**config.mk**
```make
export PLATFORM = sky130hd
export DESIGN_NAME = bird_renderer
export DESIGN_NICKNAME = d
export VERILOG_FILES = /design/src/rtl/jh_pkg.sv /design/src/rtl/bird_renderer_box_scanner.sv /design/src/rtl/bird_renderer.sv
export SDC_FILE = /design/constraint.sdc
export NUM_CORES = 1
export LEC_CHECK = 0
export BUFFER_PORTS_ARGS = -buffer_cell sky130_fd_sc_hd__buf_4
export CORE_MARGIN = 8
export CORE_UTILIZATION = 35
export DETAILED_ROUTE_END_ITERATION = 10
export PLACE_DENSITY = 0.55
export SETUP_SLACK_MARGIN = 0.3
export SYNTH_ARGS = -nofsm -noshare
export SYNTH_HDL_FRONTEND = slang
export SYNTH_HIERARCHICAL = 1
export SYNTH_SLANG_ARGS = --single-unit
```
**constraint.sdc**
```tcl
create_clock -name clk -period 3.75 [get_ports clk]
set_input_delay 0 -clock clk [delete_from_list [all_inputs] [get_ports clk]]
set_output_delay 0 -clock clk [all_outputs]
set_load 0.1 [all_outputs]
```
**src/rtl/jh_pkg.sv**
```systemverilog
// Shared constants for the bird renderer: screen geometry, colours, FSM states and the sprite mask.
// The sprite mask is only consumed when BIRD_SPRITE_EN is defined.
package jh_pkg;

    localparam int SCR_W = 160;
    localparam int SCR_H = 120;

    localparam logic [2:0] COL_BIRD = 3'b110;
    localparam logic [2:0] COL_BG   = 3'b000;

    typedef enum logic [1:0] {
        ST_IDLE  = 2'd0,
        ST_ERASE = 2'd1,
        ST_DRAW  = 2'd2,
        ST_DONE  = 2'd3
    } state_t;

    // Row dy is BIRD_SPRITE[dy]; within a row the leftmost bit is dx=0.
    localparam logic [0:15][0:15] BIRD_SPRITE = {
        16'b0110_0000_0000_0000,
        16'b1111_0000_0000_0000,
        16'b1101_0000_0000_0000,
        16'b0110_0000_0000_0000,
        16'b0000_0000_0000_0000,
        16'b0000_0000_0000_0000,
        16'b0000_0000_0000_0000,
        16'b0000_0000_0000_0000,
        16'b0000_0000_0000_0000,
        16'b0000_0000_0000_0000,
        16'b0000_0000_0000_0000,
        16'b0000_0000_0000_0000,
        16'b0000_0000_0000_0000,
        16'b0000_0000_0000_0000,
        16'b0000_0000_0000_0000,
        16'b0000_0000_0000_0000
    };

endpackage

```
**src/rtl/bird_renderer_box_scanner.sv**
```systemverilog
// Row-major dx/dy walker over a BOX_W x BOX_H box; wraps to (0,0) after the last pixel.
module box_scanner #(
    parameter int BOX_W = 4,
    parameter int BOX_H = 4
) (
    input  logic       clk,
    input  logic       rst,
    input  logic       restart,
    input  logic       advance,
    output logic [3:0] dx,
    output logic [3:0] dy,
    output logic       last
);

    localparam logic [3:0] DX_MAX = 4'(BOX_W - 1);
    localparam logic [3:0] DY_MAX = 4'(BOX_H - 1);

    logic [3:0] dx_reg;
    logic [3:0] dy_reg;

    always_ff @(posedge clk or posedge rst) begin
        if (rst) begin
            dx_reg <= '0;
            dy_reg <= '0;
        end else if (restart) begin
            dx_reg <= '0;
            dy_reg <= '0;
        end else if (advance) begin
            if (dx_reg == DX_MAX) begin
                dx_reg <= '0;
                dy_reg <= (dy_reg == DY_MAX) ? 4'd0 : dy_reg + 4'd1;
            end else begin
                dx_reg <= dx_reg + 4'd1;
            end
        end
    end

    assign dx   = dx_reg;
    assign dy   = dy_reg;
    assign last = (dx_reg == DX_MAX) && (dy_reg == DY_MAX);

endmodule

```
**src/rtl/bird_renderer.sv**
```systemverilog
// Erase-then-draw plot engine for the bird box feeding a 160x120 vga_adapter.
// Define BIRD_SPRITE_EN to draw the jh_pkg::BIRD_SPRITE mask instead of a solid box.
module bird_renderer
    import jh_pkg::*;
#(
    parameter int         X_POS       = 20,
    parameter int         BOX_W       = 4,
    parameter int         BOX_H       = 4,
    parameter int         INIT_Y      = 56,
    parameter logic [2:0] BIRD_COLOUR = COL_BIRD,
    parameter logic [2:0] BG_COLOUR   = COL_BG
) (
    input  logic       clk,
    input  logic       reset,
    input  logic       start,
    input  logic [6:0] new_y,
    output logic       busy,
    output logic [7:0] x_out,
    output logic [6:0] y_out,
    output logic [2:0] colour_out,
    output logic       plot,
    output logic       finished_draw
);

    localparam logic [6:0] Y_MAX = 7'(SCR_H - BOX_H);

    state_t     state_reg;
    logic [6:0] old_y_reg;
    logic [6:0] tgt_y_reg;
    logic       first_reg;
    logic       last_shown_reg;

    logic [3:0] dx;
    logic [3:0] dy;
    logic       scan_last;
    logic       scan_restart;
    logic       emit;
    logic       emit_draw;
    logic [6:0] emit_row;
    logic [6:0] clamped_y;
    logic [2:0] draw_colour;

    box_scanner #(.BOX_W(BOX_W), .BOX_H(BOX_H)) u_scanner (
        .clk     (clk),
        .rst     (reset),
        .restart (scan_restart),
        .advance (emit),
        .dx      (dx),
        .dy      (dy),
        .last    (scan_last)
    );

    assign clamped_y = (new_y > Y_MAX) ? Y_MAX : new_y;

`ifdef BIRD_SPRITE_EN
    assign draw_colour = BIRD_SPRITE[dy][dx] ? BIRD_COLOUR : BG_COLOUR;
`else
    assign draw_colour = BIRD_COLOUR;
`endif

    // The pixel shown in the next cycle is chosen here; last_shown_reg marks the phase boundary.
    always_comb begin
        emit         = 1'b0;
        emit_draw    = 1'b0;
        emit_row     = old_y_reg;
        scan_restart = 1'b0;
        case (state_reg)
            ST_IDLE: begin
                emit         = start;
                emit_draw    = first_reg;
                emit_row     = first_reg ? clamped_y : old_y_reg;
                scan_restart = !start;
            end
            ST_ERASE: begin
                emit      = 1'b1;
                emit_draw = last_shown_reg;
                emit_row  = last_shown_reg ? tgt_y_reg : old_y_reg;
            end
            ST_DRAW: begin
                emit      = !last_shown_reg;
                emit_draw = 1'b1;
                emit_row  = tgt_y_reg;
            end
            default: scan_restart = 1'b1;
        endcase
    end

    always_ff @(posedge clk or posedge reset) begin
        if (reset) begin
            state_reg      <= ST_IDLE;
            old_y_reg      <= 7'(INIT_Y);
            tgt_y_reg      <= '0;
            first_reg      <= 1'b1;
            last_shown_reg <= 1'b0;
            busy           <= 1'b0;
            plot           <= 1'b0;
            finished_draw  <= 1'b0;
            x_out          <= '0;
            y_out          <= '0;
            colour_out     <= '0;
        end else begin
            plot          <= emit;
            finished_draw <= 1'b0;
            if (emit) begin
                x_out          <= 8'(X_POS) + {4'd0, dx};
                y_out          <= emit_row + {3'd0, dy};
                colour_out     <= emit_draw ? draw_colour : BG_COLOUR;
                last_shown_reg <= scan_last;
            end
            case (state_reg)
                ST_IDLE: begin
                    if (start) begin
                        tgt_y_reg <= clamped_y;
                        busy      <= 1'b1;
                        state_reg <= first_reg ? ST_DRAW : ST_ERASE;
                    end
                end
                ST_ERASE: begin
                    if (last_shown_reg) state_reg <= ST_DRAW;
                end
                ST_DRAW: begin
                    if (last_shown_reg) begin
                        state_reg     <= ST_DONE;
                        old_y_reg     <= tgt_y_reg;
                        first_reg     <= 1'b0;
                        finished_draw <= 1'b1;
                    end
                end
                default: begin
                    state_reg <= ST_IDLE;
                    busy      <= 1'b0;
                end
            endcase
        end
    end

endmodule

```
-- After elaboration in Yosys (flattened, before gate mapping)
Index checks and enable logic that the tools add are counted.
- flip-flop bits (word level): 47
- input port bits: 10
- logic and storage cells: 62
- add/sub/neg operators: 4
- magnitude comparators: 1
- equal/unequal tests: 7
- muxes and demuxes: 24
- bitwise gates (word level): 1
- reductions and logical operators: 12
- operators by type and width (operator ; number):
    4-bit two-way mux ; 7
    7-bit two-way mux ; 3
    7-bit case mux with 3 select lines ; 1
    4-bit by 1-bit adder with 4-bit output (second input constant) ; 2
    4-bit by 2-bit equality test with 1-bit output (second input constant) ; 2
    2-bit two-way mux ; 4
    2-bit AND reduction ; 4
    7-bit by 4-bit adder with 7-bit output ; 1
    7-bit > comparator (second input constant) ; 1
    5-bit by 4-bit adder with 6-bit output (first input constant) ; 1
    2-bit inequality test (second input constant) ; 3
    1-bit case mux with 3 select lines ; 2
    2-bit case mux with 3 select lines ; 1
    1-bit case mux with 2 select lines ; 2
    2-bit nonzero test ; 2
    1-bit two-way mux ; 3
    3-bit two-way mux ; 1
    3-bit AND reduction ; 1
    2-bit by 1-bit equality test with 1-bit output (second input constant) ; 1
    2-bit equality test (second input constant) ; 1
    1-bit logical NOT ; 2
    2-bit logical NOT ; 1
    2-bit OR reduction ; 1
    1-bit logical AND ; 1
    1-bit NOT ; 1

-- Logic depth before layout (Yosys ltp)
Gate-level depths: netlist (run 1).
- depth in word-level cells: 5
- gate-level depth with buffers: 13

-- By module
The synthesis (run 1) kept the hierarchy.
- by module, submodules not included (module ; times used ; cells each ; area each (µm²) ; sequential area each (µm²)):
    bird_renderer ; 1 ; 181 ; 1788.0 ; 880.8
    box_scanner ; 1 ; 40 ; 424.2 ; 200.2

-- Least setup slack after synthesis (run 1)
OpenSTA, ideal clock, no wires.
- kind: register to register
- start point: register state_reg[1]
- end point: register y_out[6]
- setup time: 134 ps
- arrival time: 2645 ps
- path slack: 971 ps
- stages on the path, launching flop included: 14
- buffers on the path: 1
- period minus slack after synthesis: 2779 ps
- path through: dfrtp_1 -> inv_1 -> ha_1 -> nor2b_4 -> or3_1 -> buf_2 -> nand2_1 -> o21ai_0 -> ha_1 -> fa_1 -> a21o_1 -> a21oi_1 -> o31a_1 -> o31ai_1
- word-level cells in the longest chain between the ends: 3
- elaborated cells on any way between the ends: 6
- classes of those cells: add/sub: 1; eq/ne: 2; mux: 2; reduce/logical: 1
- ends and longest elaborated chain (what ; RTL line ; text):
    from (decl) ; bird_renderer.sv:27 ; state_t state_reg;
    from (signal assigned) ; bird_renderer.sv:115 ; state_reg <= first_reg ? ST_DRAW : ST_ERASE;
    2-bit equality test, or another cell as far along ; bird_renderer.sv:67 ; case (state_reg)
    7-bit case mux with 3 select lines ; bird_renderer.sv:67 ;
    7-bit by 4-bit adder with 7-bit output ; bird_renderer.sv:106 ; y_out <= emit_row + {3'd0, dy};
    to (signal assigned) ; bird_renderer.sv:106 ;
    to (decl) ; bird_renderer.sv:19 ; output logic [6:0] y_out,
Several ways; a longest one is shown, not always the timed one.
A chain may end at the register's enable or synchronous reset.

-- Final worst setup path (run 1)
Same ends and word-level chain as after synthesis.

==> results.ini, run 1 <==
[status]
outcome = finished clean

[synthesis]
netlist_area_um2 = 2210
synthCells = 221
synth_top_area_frac = 0.441
yosysWarnings = 6
synth_cell_types = 46
yosysSeqAreaShare = 0.489
postSynth.asyncResetShare = 1.00
ys_ff_latch = 43
synth.area.top_cells = dfrtp_1, nand2_1, ha_1
synth_area_leader_cell = dfrtp_1
synth_edf_count = 0
syn_avg_cell_area_um2 = 10.0
yosys_most_used_dff = dfrtp_1

[routing]
ant_nets = 0
drtIter0Drc = 79
drt_pass1_iterations = 4
drc_errors = 0
viasPerCell = 4.84
wl_per_cell_um = 14.6
wl_um = 4860
vias = 1608

[global_routing]
grt_pass1_vias = 1564
gr-total-overflow = 0
grt_max_degree = 36
grt_pass1_wl_um = 7870
antenna_found_initial = 0
gr-usage-all-layers = 0.115

[clock_tree]
htree_levels = 2
numCtsBuffers = 5
cts_sinks = 43
clock_path_buffers = 2
clockRootBuffer = clkbuf_8
postCtsSetupBuffers = 0
cts_tree = built
clock_latency_ns = 0.30
clk_pin_slew_ns = 0.08

[finish]
fin_area_um2 = 2670
nFillCells = 613
area_growth_pct = 20.6
n_antenna_cell = 0
nets = 276
final_layout_size_suffix_gt1_frac = 0.216

[pwr]
internal-power_mw = 1.18
power_density_nw_per_um2 = 855
p_seq_frac = 0.298
ir_worst_vdd_mv = 0.490
pwr-share-clk = 0.188
power.leakage_nw = 1.33
combPwrFrac = 0.514
p_sw_frac = 0.482
p_switching_mw = 1.10

[critical_path]
crit_path_max_fanout = 7
setup.worst_path.end_class = register
critPathLaunchType = register
reg2reg_from = state_reg[1]$_DFFE_PP0P_
cp-startpoint = state_reg[1]$_DFFE_PP0P_
crit_arrival_ns = 3.25
worstPathRequired_ns = 3.95
criticalPathCategory = reg -> reg

[timing]
fmax_ghz = 0.328
fin_crit_sh = 0.814
fin_tns_setup_ns = 0
hold_violations = 0
fin_crit_ns = 3.05
setup_ws_ns = 0.699
skew_ns = 0.00330
rsz0062_at_grt = false
setup_viol = 0
slew_viol_final = 0
max_slew_margin = 0.606
worst_slew_pin_slew_ns = 0.591
holdWs_ns = 0.00672

[min_path]
hp-class = in -> reg
hp-start = new_y[1]

[floorplan]
core_area_um2 = 6240
die_h_um = 95.5
initial_utilization = 0.354
io_pins = 31
die_w_um = 95.5
design.die.area_um2 = 9120
fp-row-count = 29

[placement]
dpl-instance-area_um2 = 2480
dp_hpwl_um = 3510
gp_congestion = 0.782
place_ws_ns = 0.726
io_buffers = 27

[flow_run]
maxCapViolCount = 0

[power groups by stage]
stage / combinational, mW / clock [mW] / sequential [mW]
finish: 1.17 / 0.429 / 0.680
global route: 1.27 / 0.460 / 0.700
CTS: 1.19 / 0.439 / 0.681
detailed placement: 1.18 / 0 / 0.690
global placement: 1.17 / 0 / 0.685
floorplan: 0.562 / 0 / 1.05
[worst max-delay path, cell delays in order (launching register included)]
cell and delay, ns:
dfrtp_1 0.42, inv_1 0.09, ha_1 0.26, nor2b_4 0.17, or3_1 0.43, nand2_1 0.09, o21ai_0 0.08, ha_1 0.22
fa_1 0.42, a21o_1 0.18, a21oi_1 0.27, nor4_1 0.10, o31ai_1 0.22
[Yosys cell counts, types with 4 or more instances]
library cell,count
nand2_1,43
dfrtp_1,39
o21ai_0,16
a21oi_1,11
ha_1,11
nor2_1,11
mux2_2,10
inv_1,9
clkbuf_1,6
buf_4,5
a21o_1,4
dfstp_2,4
[cells by family (layout without fill, tap and decap cells)]
family	Yosys count	in the layout	synth area share
AOI/OAI and AO/OA	48	48	0.137
xor gates and xnor gates	6	6	0.0238
adders and majority gates	12	12	0.0713
muxes	13	13	0.0650
and+or+nand+nor	77	77	0.167
other	1	3	0.00170
buffers and inverters	21	53	0.0447
DFF	43	43	0.489
[layout make-up]
type / count / area, um2 / share of cell area
inverter: 9 / 33.8 / 0.0127
clock inverter: 2 / 60.1 / 0.0225
multi-input combinational: 159 / 1040 / 0.390
clock buffer: 6 / 72.6 / 0.0272
sequential: 43 / 1080 / 0.405
timing repair buffer: 36 / 285 / 0.107
tap: 77 / 96.3 / 0.0361
[layer usage]
layer  GRT usage  vias up  routed length [um]  share of wire
li1            -      825                   -              -
met1       0.140      759                2240           0.46
met2       0.188       19                2370           0.49
met3      0.0260        5                 160          0.033
met4      0.0538        0                  92          0.019
met5           0        -                   0              0
[worst paths after layout]
path                            cells after the start                           to  slack (ns)
worst min register to register                      2         x_out[3]$_DFFE_PP0P_        0.48
worst max-delay path                               12         y_out[6]$_DFFE_PP0P_        0.70
worst max register to register                     12         y_out[6]$_DFFE_PP0P_        0.70
worst min-delay path                                3     tgt_y_reg[1]$_DFFE_PP0P_       0.007
min in group asynchronous                           3  u_scanner/dx[0]$_DFFE_PP0P_        0.22
max in group asynchronous                           4     old_y_reg[5]$_DFFE_PP1N_        3.03
[through the flow]
stage | power, mW | util | std cells
after floorplan | 1.61 | - | 223
after global placement | 1.85 | 0.397 | 318
after detailed placement | 1.87 | 0.397 | 318
after CTS | 2.31 | 0.428 | 332
after global routing | 2.43 | 0.428 | 332
final | 2.28 | 0.428 | 332
[timing repair]
item	in CTS	in global routing
hold buffers	6	0
endpoints found under the setup margin	0	0
hold endpoints to repair	44	0
gates resized for setup	0	0
[cells in the final DEF, fill, tap and decap left out, types with 4 or more instances in the layout]
master	instances
dfrtp_1	39
buf_4	30
ha_1	11
dlygate4sd3_1	6
inv_1	9
a21oi_1	11
dfstp_2	4
o21ai_0	16
clkbuf_8	5
mux2_2	10
nand2_1	43
nor2_1	11
a21o_1	4
Note: power is estimated with default switching activity, not from simulation.
==> inputs of run 2 (changes only) <==
Settings changed: PLACE_DENSITY 0.55 to 0.57.
Clock period 3.75 ns to 2.7 ns, I/O delays scaled along.
==> run 2 against run 1 <==
  * Register-to-register slack got worse by 0.58 ns
  * Clock power up 5.6%
  * Routed wire length up 1.6%
  * Cell area rose by 5.2%
  * Cell count rose by 3.0%
  * Largest power group unchanged
==> results.ini, run 2 (synthesized netlist as in run 1, its figures left out) <==
[routing]
drt_pass1_iterations = 4  ; unchanged
drc_errors = 0  ; unchanged
vias = 1693  ; was 1608
drtIter0Drc = 55  ; was 79
ant_nets = 0  ; unchanged
wl_per_cell_um = 14.4  ; was 14.6 um
wl_um = 4940  ; was 4860 um
viasPerCell = 4.95  ; was 4.84

[global_routing]
antenna_found_initial = 0  ; unchanged
gr-usage-all-layers = 0.118  ; was 0.115
grt_pass1_vias = 1697  ; was 1564
gr-total-overflow = 0  ; unchanged
grt_max_degree = 21  ; was 36
grt_pass1_wl_um = 8380  ; was 7870 um

[critical_path]
cp_slowest_cell = dfrtp_2  ; was or3_1
reg2reg_from = state_reg[0]$_DFFE_PP0P_  ; was state_reg[1]$_DFFE_PP0P_
r2r_end = y_out[6]$_DFFE_PP0P_  ; unchanged
crit_family = simple AND/OR/NAND/NOR gates  ; was adder cells
criticalPathCategory = reg -> reg  ; unchanged
crit_arrival_ns = 2.79  ; was 3.25 ns
setup.worst_path.end_class = register  ; unchanged
max_stage_delay_ns = 0.42  ; was 0.43 ns
crit_path_max_fanout = 5  ; was 7
cp_num_buf_inv = 1  ; unchanged
r2r_setup_slack_ns = 0.12  ; was 0.70 ns
critPathLaunchType = register  ; unchanged
worstPathRequired_ns = 2.91  ; was 3.95 ns
cp-startpoint = state_reg[0]$_DFFE_PP0P_  ; was state_reg[1]$_DFFE_PP0P_
crit_chain = inv_2 > ha_4 > nor2b_4 > or3_4 > nand2_2 > o21ai_2 > ha_2 > fa_2 > a21o_1 > a21oi_2 > nor4_1 > o31ai_1  ; was inv_1 > ha_1 > nor2b_4 > or3_1 > nand2_1 > o21ai_0 > ha_1 > fa_1 > a21o_1 > a21oi_1 > nor4_1 > o31ai_1
worstRegToRegCells = 12  ; unchanged

[finish]
utilization = 0.450  ; was 0.428
nets = 286  ; was 276
final_cell_mix = nand2_1, buf_4, dfrtp_1, o21ai_0, nor2_1  ; was nand2_1, dfrtp_1, buf_4, o21ai_0
seqCellArea_um2 = 1080  ; about the same
multi_input_area_um2 = 1130  ; was 1040 um2
area_growth_pct = 26.9  ; was 20.6%
final_layout_size_suffix_gt1_frac = 0.332  ; was 0.216
n_antenna_cell = 0  ; unchanged
nFillCells = 618  ; was 613

[pwr]
p_seq_frac = 0.294  ; was 0.298
power.leakage_nw = 1.37  ; was 1.33 nW
power.total_mw = 3.23  ; was 2.28 mW
p_switching_mw = 1.59  ; was 1.10 mW
p_sw_frac = 0.492  ; was 0.482
power_density_nw_per_um2 = 1150  ; was 855 nW/um2
internal-power_mw = 1.64  ; was 1.18 mW
ir_worst_vdd_mv = 0.651  ; was 0.490 mV
pwr-share-clk = 0.140  ; was 0.188
combPwrFrac = 0.566  ; was 0.514

[floorplan]
design.die.area_um2 = 9120  ; unchanged
die_w_um = 95.5  ; unchanged
io_pins = 31  ; unchanged
initial_utilization = 0.354  ; unchanged
core_area_um2 = 6240  ; unchanged
fp-row-count = 29  ; unchanged
die_h_um = 95.5  ; unchanged

[clock_tree]
clock_latency_ns = 0.30  ; about the same
cts_tree = built  ; unchanged
clock_path_buffers = 2  ; unchanged
numCtsBuffers = 5  ; unchanged
htree_levels = 2  ; unchanged
clockRootBuffer = clkbuf_8  ; unchanged
cts_sinks = 43  ; unchanged
clk_pin_slew_ns = 0.08  ; about the same

[timing]
fin_crit_sh = 0.954  ; was 0.814
worst_slew_pin_slew_ns = 0.648  ; was 0.591 ns
slew_viol_final = 0  ; unchanged
max_slew_margin = 0.568  ; was 0.606
fin_crit_ns = 2.58  ; was 3.05 ns
fmax_ghz = 0.388  ; was 0.328 GHz
hold_violations = 0  ; unchanged
skew_ns = 0.00336  ; was 0.00330 ns
setup_ws_ns = 0.123  ; was 0.699 ns
setup_viol = 0  ; unchanged
rsz0062_at_grt = true  ; was false

[placement]
place_ws_ns = 0.0182  ; was 0.726 ns
gp_congestion = 0.803  ; was 0.782
dp_hpwl_um = 3630  ; was 3510 um
io_buffers = 27  ; unchanged

[min_path]
hp-class = in -> reg  ; unchanged
hp-start = new_y[3]  ; was new_y[1]
worstHoldEndpoint = tgt_y_reg[3]$_DFFE_PP0P_  ; was tgt_y_reg[1]$_DFFE_PP0P_
hold_path_depth = 3  ; unchanged

[flow_run]
maxCapViolCount = 0  ; unchanged

[status]
outcome = finished clean  ; unchanged

[run 2: cell types whose count changed in the layout (fill, tap and decap cells not counted), sizes merged]
cell | before | now
buf | 30 | 41
bufinv | 2 | 0
clkbuf | 6 | 7
clkinvlp | 0 | 1
dlygate4sd3 | 6 | 5
[run 2: how the worst max path moves through the flow]
stage | endpoint | cells past startpoint
after floorplan | y_out[6]$_DFFE_PP0P_ | 13
after global placement | y_out[5]$_DFFE_PP0P_ | 12
after detailed placement | y_out[6]$_DFFE_PP0P_ | 12
after CTS | y_out[6]$_DFFE_PP0P_ | 12
after global routing | y_out[5]$_DFFE_PP0P_ | 13
final | y_out[6]$_DFFE_PP0P_ | 12
[run 2: per-layer routing]
metal / wire length, um / global-route usage
met5: 0 / 0
met4: 86 / 0.0499
met3: 203 / 0.0268
met2: 2460 / 0.196
met1: 2190 / 0.144
[run 2: power groups by stage]
stage	clock network [mW]	registers (mW)	logic, mW
detailed placement	0	0.958	1.70
global placement	0	0.954	1.69
floorplan	0	1.46	0.810
global route	0.487	0.977	1.99
CTS	0.469	0.950	1.84
finish	0.453	0.949	1.83
[run 2: per-stage QoR]
stage	hold WS (ns)	TNS, ns	instances	instance area (um2)
6_report	0.00839	0	342	2810
5_1_grt	0.000127	-0.0261	342	2810
4_1_cts	0.00401	0	342	2800
3_5_place_dp	-0.0138	0	322	2530
3_3_place_gp	-0.00311	0	322	2530
2_1_floorplan	-0.184	0	223	2240
[run 2: tightest hold or removal path, stage by stage]
cell      delay (ns)
buf_4           0.12
nand2b_1        0.08
o21ai_0         0.07
[run 2: cell type report]
| class | count | area share |
|---|---|---|
| timing repair buffer | 46 | 0.129 |
| inverter | 9 | 0.0120 |
| sequential | 43 | 0.386 |
| multi-input combinational | 159 | 0.402 |
| clock buffer | 7 | 0.0343 |
| clock inverter | 1 | 0.00267 |
| tap | 77 | 0.0343 |
[run 2: repair_timing]
action | in CTS | in global routing
cloned | 0 | 0
setup buffers | 7 | 0
resized for setup | 16 | 2
endpoints found under the setup margin | 4 | 5
pin swaps | 7 | 3
hold buffers | 5 | 0
hold endpoints to repair | 24 | 0
